$ cat src/rtl/hazard_forward_unit.sv
// ---------------------------------------------------------------------------
// hazard_forward_unit
//
// Hazard detection and operand-forwarding controller for the 5-stage RV32I
// pipeline. It keeps a private shadow copy of the register-usage fields for
// the EX, MEM and WB stages. From that copy it produces:
//   - the 2-bit selects for the EX-stage operand muxes:
//       00 = register file, 01 = writeback result, 10 = MEM-stage ALU result
//   - the stall/flush controls for the IF/ID and ID/EX pipeline registers
//   - a saturating count of load-use stall cycles
//
// Ports:
//   clk          core clock
//   rst          asynchronous reset, active-low
//   rs1_d/rs2_d  source registers of the instruction currently in ID
//   rd_d         destination register of the instruction in ID
//   regwrite_d   ID instruction writes rd
//   load_d       ID instruction is a load
//   pcsrc_e      branch taken / jump resolved in EX
//   forward_a_e  operand-A mux select
//   forward_b_e  operand-B mux select
//   stall_f      hold PC
//   stall_d      hold IF/ID register
//   flush_d      clear IF/ID register
//   flush_e      clear ID/EX register
//   stall_count  load-use stall cycles since reset (saturating)
// ---------------------------------------------------------------------------
module hazard_forward_unit #(
    parameter int REG_ADDR_W = 5,
    parameter int CNT_W      = 16
) (
    input  logic                  clk,
    input  logic                  rst,
    input  logic [REG_ADDR_W-1:0] rs1_d,
    input  logic [REG_ADDR_W-1:0] rs2_d,
    input  logic [REG_ADDR_W-1:0] rd_d,
    input  logic                  regwrite_d,
    input  logic                  load_d,
    input  logic                  pcsrc_e,
    output logic [1:0]            forward_a_e,
    output logic [1:0]            forward_b_e,
    output logic                  stall_f,
    output logic                  stall_d,
    output logic                  flush_d,
    output logic                  flush_e,
    output logic [CNT_W-1:0]      stall_count
);

    localparam logic [1:0]      FWD_RF  = 2'b00;
    localparam logic [1:0]      FWD_WB  = 2'b01;
    localparam logic [1:0]      FWD_MEM = 2'b10;
    localparam logic [CNT_W-1:0] CNT_MAX = '1;

    // Shadow pipeline state
    logic [REG_ADDR_W-1:0] rs1_e_q, rs1_e_d;
    logic [REG_ADDR_W-1:0] rs2_e_q, rs2_e_d;
    logic [REG_ADDR_W-1:0] rd_e_q,  rd_e_d;
    logic                  regwrite_e_q, regwrite_e_d;
    logic                  load_e_q, load_e_d;
    logic [REG_ADDR_W-1:0] rd_m_q, rd_m_d;
    logic                  regwrite_m_q, regwrite_m_d;
    logic [REG_ADDR_W-1:0] rd_w_q, rd_w_d;
    logic                  regwrite_w_q, regwrite_w_d;
    logic [CNT_W-1:0]      stall_count_q, stall_count_d;

    logic lwstall;

    // MEM has priority over WB because it holds the younger value. x0 never
    // forwards. A load sitting in MEM cannot meet a dependent consumer here,
    // because the load-use stall always puts a bubble between them.
    function automatic logic [1:0] fwd_sel(
        input logic [REG_ADDR_W-1:0] rs,
        input logic                  rw_m,
        input logic [REG_ADDR_W-1:0] rdm,
        input logic                  rw_w,
        input logic [REG_ADDR_W-1:0] rdw
    );
        logic [1:0] sel;
        sel = FWD_RF;
        if (rs != '0 && rw_m && rdm == rs) begin
            sel = FWD_MEM;
        end else if (rs != '0 && rw_w && rdw == rs) begin
            sel = FWD_WB;
        end
        return sel;
    endfunction

    // Hazard and control outputs. The branch flush is masked while reset is
    // held so that every control output reads zero during reset. The shadow
    // state is already zero in reset, so lwstall needs no extra masking.
    // When a branch and a load-use stall occur together, all four controls
    // are asserted and the PC mux gives the branch target priority.
    always_comb begin
        lwstall = load_e_q && (rd_e_q != '0) &&
                  ((rd_e_q == rs1_d) || (rd_e_q == rs2_d));
        stall_f = lwstall;
        stall_d = lwstall;
        flush_d = pcsrc_e && rst;
        flush_e = lwstall || flush_d;

        forward_a_e = fwd_sel(rs1_e_q, regwrite_m_q, rd_m_q, regwrite_w_q, rd_w_q);
        forward_b_e = fwd_sel(rs2_e_q, regwrite_m_q, rd_m_q, regwrite_w_q, rd_w_q);

        stall_count = stall_count_q;
    end

    // Next-state logic. The shadow pipeline never stalls. On a flush, EX
    // takes an all-zero bubble while the real ID instruction is held
    // upstream and shown to us again on the next cycle.
    always_comb begin
        rs1_e_d      = rs1_d;
        rs2_e_d      = rs2_d;
        rd_e_d       = rd_d;
        regwrite_e_d = regwrite_d;
        load_e_d     = load_d;
        if (flush_e) begin
            rs1_e_d      = '0;
            rs2_e_d      = '0;
            rd_e_d       = '0;
            regwrite_e_d = 1'b0;
            load_e_d     = 1'b0;
        end

        rd_m_d       = rd_e_q;
        regwrite_m_d = regwrite_e_q;
        rd_w_d       = rd_m_q;
        regwrite_w_d = regwrite_m_q;

        // Saturate rather than wrap so that a long run never reads as a short one
        stall_count_d = stall_count_q;
        if (lwstall && stall_count_q != CNT_MAX) begin
            stall_count_d = stall_count_q + CNT_W'(1);
        end
    end

    // State registers. An asynchronous clear leaves an empty pipeline behind.
    always_ff @(posedge clk or negedge rst) begin
        if (!rst) begin
            rs1_e_q       <= '0;
            rs2_e_q       <= '0;
            rd_e_q        <= '0;
            regwrite_e_q  <= 1'b0;
            load_e_q      <= 1'b0;
            rd_m_q        <= '0;
            regwrite_m_q  <= 1'b0;
            rd_w_q        <= '0;
            regwrite_w_q  <= 1'b0;
            stall_count_q <= '0;
        end else begin
            rs1_e_q       <= rs1_e_d;
            rs2_e_q       <= rs2_e_d;
            rd_e_q        <= rd_e_d;
            regwrite_e_q  <= regwrite_e_d;
            load_e_q      <= load_e_d;
            rd_m_q        <= rd_m_d;
            regwrite_m_q  <= regwrite_m_d;
            rd_w_q        <= rd_w_d;
            regwrite_w_q  <= regwrite_w_d;
            stall_count_q <= stall_count_d;
        end
    end

endmodule

$ cat config.mk
export PLATFORM = sky130hd
export DESIGN_NAME = hazard_forward_unit
export DESIGN_NICKNAME = d
export VERILOG_FILES = /design/src/rtl/hazard_forward_unit.sv
export SDC_FILE = /design/constraint.sdc
export NUM_CORES = 1
export LEC_CHECK = 0
export BUFFER_PORTS_ARGS = -buffer_cell sky130_fd_sc_hd__buf_2
export CAP_MARGIN = 40
export CORE_ASPECT_RATIO = 1.25
export CORE_MARGIN = 5
export CORE_UTILIZATION = 44
export DETAILED_ROUTE_END_ITERATION = 10
export GPL_TIMING_DRIVEN = 0
export PLACE_DENSITY = 0.69
export SYNTH_ARGS = -nofsm -noshare
export SYNTH_HDL_FRONTEND = slang
export SYNTH_SLANG_ARGS = --single-unit
$ cat constraint.sdc
create_clock -name clk -period 1.9 [get_ports clk]
set_input_delay 0.38 -clock clk [delete_from_list [all_inputs] [get_ports clk]]
set_output_delay 0.38 -clock clk [all_outputs]
set_load 0.02 [all_outputs]
# Yosys cells after proc, flatten, opt, wreduce, memory -nomap -nowiden
# Cells that the tools add are included.
word_totals:
  in_bits: 20
  n_memories: 0
  latchBits: 0
  romBits: 0
  out_inout_bits: 24
  wordCells: 44
  mem_bits_rw: 0
  regBits: 45
op_classes:
  magnitude_cmp: 0
  div_mod_pow: 0
  bitwise: 0
  reduce_logical: 17
  n_mul: 0
  eq_ne: 7
  n_mux: 9
  n_shift: 0
  n_addsub: 1
ops:
  columns: ["operator", "count"]
  rows:
  - ["$eq 5x5->1", 6]
  - ["$add 16x1->16 const B", 1]
  - ["$ne 16x16->1 const B", 1]
  - ["$mux 5", 3]
  - ["$reduce_bool 5->1", 3]
  - ["$logic_and 1x1->1", 12]
  - ["$mux 1", 4]
  - ["$mux 2", 2]
  - ["$logic_or 1x1->1", 2]

# Longest topological paths before layout
# Gate-level depths: netlist of run 1.
logic_depth:
  ltp_word: 5
  depth_mapped: 7
  mapped_depth_nobuf: 6

# Least setup slack after synthesis of run 1
# No wires, ideal clock.
synth_path:
  path_kind: "register to output"
  start: "reg rs1_e_q[1]"
  end: "out forward_a_e[0]"
  path_stages_with_launch: 5
  t_arrival_ns: 1.897
  n_path_buf: 0
  path_slack_ns: -0.377
  t_required_ns: 1.520
  path_cell_list: "dfrtp_1 or4_1 nor2_1 nor4_1 nor4_1"
synth_via:
  elab_chain_cells: 5
  word_cells_on_any_way: 9
synth_rtl:
  columns: ["element", "line_no", "text"]
  rows:
  - ["from (decl)", "55", "logic [REG_ADDR_W-1:0] rs1_e_q, rs1_e_d;"]
  - ["from (signal assigned)", "150", "rs1_e_q <= rs1_e_d;"]
  - ["$reduce_bool 5->1", "80, 82", null]
  - ["$logic_and 1x1->1 (2 in a row)", "82", "end else if (rs != '0 && rw_w && rdw == rs) begin"]
  - ["$mux 1", "82", null]
  - ["$mux 2 (*)", "80", "if (rs != '0 && rw_m && rdm == rs) begin"]
  - ["to (decl)", "40", "output logic [1:0] forward_a_e,"]
# Mark *: on every way between the ends. The rest lies on a longest branch, timed or not.

# Worst setup path in the final report of run 1
layout_path:
  start: "reg rd_e_q[3]"
  end: "out flush_e"
layout_via:
  elab_chain_cells: 4
  word_cells_on_any_way: 7
layout_rtl:
  columns: ["element", "line_no", "text"]
  rows:
  - ["from (decl)", "57", "logic [REG_ADDR_W-1:0] rd_e_q, rd_e_d;"]
  - ["from (signal assigned)", "152", "rd_e_q <= rd_e_d;"]
  - ["$eq 5x5->1 or $reduce_bool 5->1 (tied branches)", "95, 94", null]
  - ["$logic_or 1x1->1 or $logic_and 1x1->1 (tied branches)", "95, 94", null]
  - ["$logic_and 1x1->1 (*)", "94", "lwstall = load_e_q && (rd_e_q != '0) &&"]
  - ["$logic_or 1x1->1 (*)", "99", "flush_e = lwstall || flush_d;"]
  - ["to (decl)", "45", "output logic flush_e,"]
# Marks and branches as above.

==> results.ini, run 1 <==
[status]
outcome = complete, but fails checks
violations = negative setup slack

[setup_path]
timing.rr.end = stall_count[1]
path_class = register to output pin
reg2reg_slack_ps = -20
critPathTopFamily = simple AND/OR/NAND/NOR gates
ff2ff_path_depth = 6
cp.buffers_inverters = 4
critPathMaxStageDelay_ps = 560
start_kind = register
cp_slowest_cell = or4_4
cp.required_ps = 1520
worstPathCellList = or4_4 > o21ai_4 > inv_2 > a21oi_4 > buf_6 > inv_4 > buf_6
worstPathArrival_ps = 1910
endpoint_kind = output pin
critPathMaxFanout = 3
r2r_start = rd_e_q[3]
timing.critical_path.mode_cell = buf_6

[sta]
worst_slew_pin_slew_ps = 351
setup_viol = 8
rsz0062_at_grt = yes
max_freq_mhz = 436
hold_viol_final = 0
period_share_pct = 121
worst_slack_ps = -392
relSlewSlack_pct = 76.5
hold_ws_ps = 42.6
min_period_ps = 2290
fin_skew_ps = 6.87
maxSlewViolCount = 0

[min_path]
hp-class = input port to asynchronous set/reset pin

[die]
initial_utilization_pct = 44.8
fp.dieArea_sq_um = 6270
ios = 44
die_x_um = 71.8
die_h_um = 87.3
fp.coreArea_sq_um = 4690
rows = 28

[placement]
gp_congestion = 0.786
hpwl_um = 3180
portBuffers = 43

[grt]
grt_max_degree = 40
grt_pass1_vias = 1644
grt_overflow = 0
antenna_found_initial = 0
track_usage_pct = 16.2
grt_pass1_wl_um = 7800

[detailed_routing]
drcViolationCount = 0
first_pass_iters = 4
routed_wl_um = 4750
vias_per_cell = 5.05
drt_iter0_markers = 38
wl_per_cell_um = 15.0
ant_nets = 0
num_vias = 1596

[logic_synthesis]
seq_area_frac_synth_pct = 53.6
syn_nets = 202
synthCells = 181
syn_area_sq_um = 2100
synth_top_area_share_pct = 53.6
synth_largest_area_cell = dfrtp_1
synthDistinctLibCells = 29
synthTopCellsByArea = dfrtp_1 (54%), xnor2_1 (17%), and2_2 (5.7%)
ys_ff_latch = 45
synth_warnings = 0
postSynthAreaPerCell_sq_um = 11.6

[run]
drv_cap = 0

[finish]
n_fill_cell = 410
final_net_count = 276
register_area_sq_um = 1130
num_antenna_cells = 0
multiInputGateArea_sq_um = 1110
syn2layout_area_growth_pct = 39.3
layout-drive-gt1-share_pct = 46.9

[clock_tree]
clock_path_buffers = 2
clock-root-buffer = clkbuf_8
htreeDepth = 2
clock-sinks = 45
cts_buffers = 5
clk_latency_ps = 300
path_clk_slew_ps = 90
cts_tree = built

[pwr]
power_mw = 2.27
p_leak_nw = 1.30
power_density_nw_per_um2 = 775
irDropWorstVdd_v = 0.000850

[per-stage QoR]
step	setup slack [ps]	area, sq um	TNS [ps]	instances	utilization [%]
finish	-392	2930	-1860	316	62.4
global route	-459	2930	-2930	316	62.4
CTS	-413	2850	-1910	313	60.6
detailed placement	-397	2480	-2030	285	52.9
global placement	-409	2460	-2970	284	52.5
floorplan	-94.8	2170	-246	181	-
[per-layer routing]
metal / wire length (um) / vias up / GRT usage, %
li1: - / 768 / -
met1: 1880 / 782 / 20.4
met2: 2610 / 38 / 27.8
met3: 174 / 8 / 3.23
met4: 83 / 0 / 5.47
met5: 0 / - / 0
[repair_timing]
item / in CTS / in global routing
hold endpoints to repair: 7 / 0
gates cloned: 0 / 1
setup endpoints to repair: 27 / 24
setup buffers: 19 / 4
resized for setup: 22 / 8
pin swaps: 12 / 11
hold buffers: 1 / 0
[cell usage after synthesis]
cell,n
and2_1,4
and3_1,5
ha_1,1
buf_4,1
o22ai_2,1
dfrtp_1,45
and2_2,16
xnor2_1,41
or4_4,1
mux2_2,1
a31oi_2,1
and4_1,2
a21oi_4,1
nand3_1,10
nor3_1,1
o2111ai_1,1
buf_6,1
nor4_1,6
clkbuf_1,2
xor2_1,4
inv_2,1
nand2_1,13
buf_2,1
nor2_1,6
o21ai_4,1
nand4_1,10
inv_1,1
or4_1,2
a31oi_1,1
[cell usage in the layout, fill, tap and decap left out, types with 2 or more instances in the layout]
cell type	count
or4_4	3
dfrtp_1	45
xnor2_1	34
buf_6	9
nand2_1	12
and2_2	15
buf_2	36
nand3_2	2
xnor2_2	7
and3_1	5
nor4_4	4
and2_1	4
nor4_1	2
nor2_4	2
nand3_1	8
and4_1	2
nand4_1	10
nor2_1	4
buf_4	23
clkbuf_8	5
xor2_1	4
[state kept, by name (all words and copies together) (netlist names)]
signal / count
stall_count: 16
rd_e_q: 5
rd_m_q: 5
rd_w_q: 5
rs1_e_q: 5
rs2_e_q: 5
load_e_q: 1
regwrite_e_q: 1
regwrite_m_q: 1
regwrite_w_q: 1
[cell type report]
class / instances / area share (%)
multi-input combinational: 130 / 38.1
clock inverter: 3 / 1.58
sequential: 45 / 38.4
buffer: 4 / 1.28
timing repair buffer: 67 / 15.4
inverter: 2 / 0.342
clock buffer: 5 / 2.35
tap: 60 / 2.56
[cells by family (layout without fill, tap and decap cells)]
logic type                 count (synthesis)  after routing  synth area share, %
DFF                                       45             45                 53.6
xor gates and xnor gates                  45             45                 18.7
and+or+nand+nor                           76             76                 21.3
AOI/OAI and AO/OA                          6              7                 3.45
adders and majority gates                  1              1                0.595
buffers and inverters                      7             81                 1.84
muxes                                      1              1                0.536
[how the worst max path moves through the flow]
stage | from | cells after the start | slack [ps] | to
final | rd_e_q[3] | 7 | -390 | flush_e
after global routing | rd_e_q[3] | 7 | -460 | flush_e
after CTS | rd_e_q[2] | 7 | -410 | flush_e
after detailed placement | rd_e_q[4] | 7 | -400 | flush_e
after global placement | rst | 6 | -410 | flush_e
after floorplan | rd_e_q[4] | 6 | -90 | flush_e
[power breakdown]
part | leakage [nW] | total [mW] | switching, mW | internal [mW]
Clock | 0.0543 | 0.719 | 0.326 | 0.393
Sequential | 0.578 | 1.10 | 0.0782 | 1.03
Combinational | 0.672 | 0.448 | 0.219 | 0.229
(Power assumes the default switching activity.)
==> run 2, diff against run 1 <==
--- a/config.mk
+++ b/config.mk
@@ -13,6 +13,7 @@
 export DETAILED_ROUTE_END_ITERATION = 10
 export GPL_TIMING_DRIVEN = 0
 export PLACE_DENSITY = 0.69
+export SKIP_LAST_GASP = 1
 export SYNTH_ARGS = -nofsm -noshare
 export SYNTH_HDL_FRONTEND = slang
 export SYNTH_SLANG_ARGS = --single-unit
==> run 2 against run 1 <==
  * The flow still finishes with violations (negative setup slack)
  * Via count is 1.5% lower
  * Combinational power hardly changed
  * Critical path depth stayed put
  * Largest cell class unchanged
  * Largest power group unchanged
==> results.ini, run 2 (same netlist as run 1, synthesis figures left out) <==
[sta]
setup_viol = 7  ; was 8
fin_skew_ps = 9.12  ; was 6.87 ps
max_freq_mhz = 438  ; was 436 MHz
rsz0062_at_grt = yes  ; unchanged
relSlewSlack_pct = 76.0  ; was 76.5%
hold_ws_ps = 47.6  ; was 42.6 ps
period_share_pct = 120  ; was 121%
min_period_ps = 2280  ; was 2290 ps
hold_viol_final = 0  ; unchanged
worst_slew_pin_slew_ps = 359  ; was 351 ps
maxSlewViolCount = 0  ; unchanged
worst_slack_ps = -381  ; was -392 ps

[clock_tree]
clock-root-buffer = clkbuf_8  ; unchanged
path_clk_slew_ps = 90  ; about the same
clk_latency_ps = 300  ; about the same
clock-sinks = 45  ; unchanged
cts_buffers = 5  ; unchanged
cts_tree = built  ; unchanged
htreeDepth = 2  ; unchanged
clock_path_buffers = 2  ; unchanged

[detailed_routing]
vias_per_cell = 4.96  ; was 5.05
ant_nets = 0  ; unchanged
wl_per_cell_um = 14.9  ; was 15.0 um
drcViolationCount = 0  ; unchanged
drt_iter0_markers = 30  ; was 38
num_vias = 1572  ; was 1596
first_pass_iters = 4  ; unchanged
routed_wl_um = 4720  ; was 4750 um

[placement]
portBuffers = 43  ; unchanged
hpwl_um = 3180  ; unchanged
gp_congestion = 0.786  ; unchanged

[grt]
grt_pass1_vias = 1655  ; was 1644
track_usage_pct = 16.0  ; was 16.2%
grt_max_degree = 40  ; unchanged
grt_pass1_wl_um = 7730  ; was 7800 um
grt_overflow = 0  ; unchanged
antenna_found_initial = 0  ; unchanged

[status]
outcome = complete, but fails checks  ; unchanged
violations = negative setup slack  ; unchanged

[finish]
largest_register_ffs = 16  ; unchanged
n_fill_cell = 408  ; was 410
final_net_count = 277  ; was 276
num_antenna_cells = 0  ; unchanged
syn2layout_area_growth_pct = 39.6  ; was 39.3%
layout-drive-gt1-share_pct = 46.3  ; was 46.9%
final_core_util_pct = 62.5  ; was 62.4%
mostFrequentLayoutCells = dfrtp_1 (45), buf_2 (36), xnor2_1 (35), buf_4 (24), and2_2 (15)  ; was dfrtp_1 (45), buf_2 (36), xnor2_1 (34), buf_4 (23), and2_2 (15)
multiInputGateArea_sq_um = 1110  ; about the same
mostFrequentLayoutCell = dfrtp_1  ; unchanged
register_area_sq_um = 1130  ; unchanged

[die]
initial_utilization_pct = 44.8  ; unchanged
rows = 28  ; unchanged
fp.coreArea_sq_um = 4690  ; unchanged
ios = 44  ; unchanged
die_x_um = 71.8  ; unchanged
fp.dieArea_sq_um = 6270  ; unchanged
die_h_um = 87.3  ; unchanged

[setup_path]
start_kind = register  ; unchanged
timing.critical_path.mode_cell = buf_6  ; unchanged
cp.required_ps = 1520  ; about the same
critPathMaxFanout = 3  ; unchanged
ff2ff_path_depth = 6  ; unchanged
worstPathCellList = or4_4 > o21ai_4 > inv_2 > a21oi_4 > buf_6 > inv_4 > buf_6  ; unchanged
worstPathArrival_ps = 1900  ; was 1910 ps
path_class = register to output pin  ; unchanged
critPathMaxStageDelay_ps = 540  ; was 560 ps
cp_slowest_cell = or4_4  ; unchanged
endpoint_kind = output pin  ; unchanged

[run]
drv_cap = 0  ; unchanged

[pwr]
power_density_nw_per_um2 = 775  ; about the same
p_leak_nw = 1.31  ; was 1.30 nW
irDropWorstVdd_v = 0.000843  ; was 0.000850 V

[min_path]
hp-class = input port to asynchronous set/reset pin  ; unchanged

[run 2: final cells by class]
type                       instances  area share (%)
timing repair buffer              68            15.6
clock inverter                     3            1.58
sequential                        45            38.4
multi-input combinational        130            37.9
clock buffer                       5            2.34
inverter                           2           0.341
buffer                             4            1.28
tap                               60            2.56
[run 2: final timing paths]
path                       slack (ps)             end         start
max in group asynchronous        1070       rd_e_q[3]           rst
max reg2reg                         0  stall_count[1]     rd_e_q[2]
min                                50       rd_m_q[2]           rst
max                              -380         flush_e     rd_e_q[2]
min in group clk                  300       rd_e_q[4]       rd_d[4]
min reg2reg                       360    regwrite_m_q  regwrite_e_q
[run 2: where the power goes]
part | internal (mW) | total, mW | leakage, nW | switching, mW
combinational | 0.232 | 0.451 | 0.673 | 0.219
sequential | 1.03 | 1.10 | 0.578 | 0.0763
clock | 0.393 | 0.722 | 0.0543 | 0.328
total | 1.65 | 2.27 | 1.31 | 0.624
[run 2: repair_timing]
item,4_1_cts,5_1_grt
endpoints found under the hold margin,7,0
hold buffers,1,0
pin swaps,12,7
gates cloned,0,1
buffers inserted,19,5
endpoints found under the setup margin,27,32
resized for setup,21,8
[run 2: layer usage]
metal	track usage [%]	wire length, um
met5	0	0
met1	19.7	1920
met2	27.4	2540
met3	3.58	176
met4	6.15	82
[run 2: per-stage QoR]
step	std cells	instance area, sq um	worst slack [ps]	TNS (ps)	power, mW
final	317	2940	-381	-1820	2.27
after global routing	317	2940	-449	-2590	2.38
after CTS	313	2840	-413	-1920	2.25
after detailed placement	285	2480	-397	-2030	1.47
after global placement	284	2460	-409	-2970	1.45
after floorplan	181	2170	-94.8	-246	1.34
[run 2: worst max-delay path: cells and delay by family (launching register included)]
| family | cells | cell delay, ps |
|---|---|---|
| simple gates | 1 | 540 |
| flops | 1 | 410 |
| buf+inv | 4 | 340 |
| compound gates | 2 | 320 |
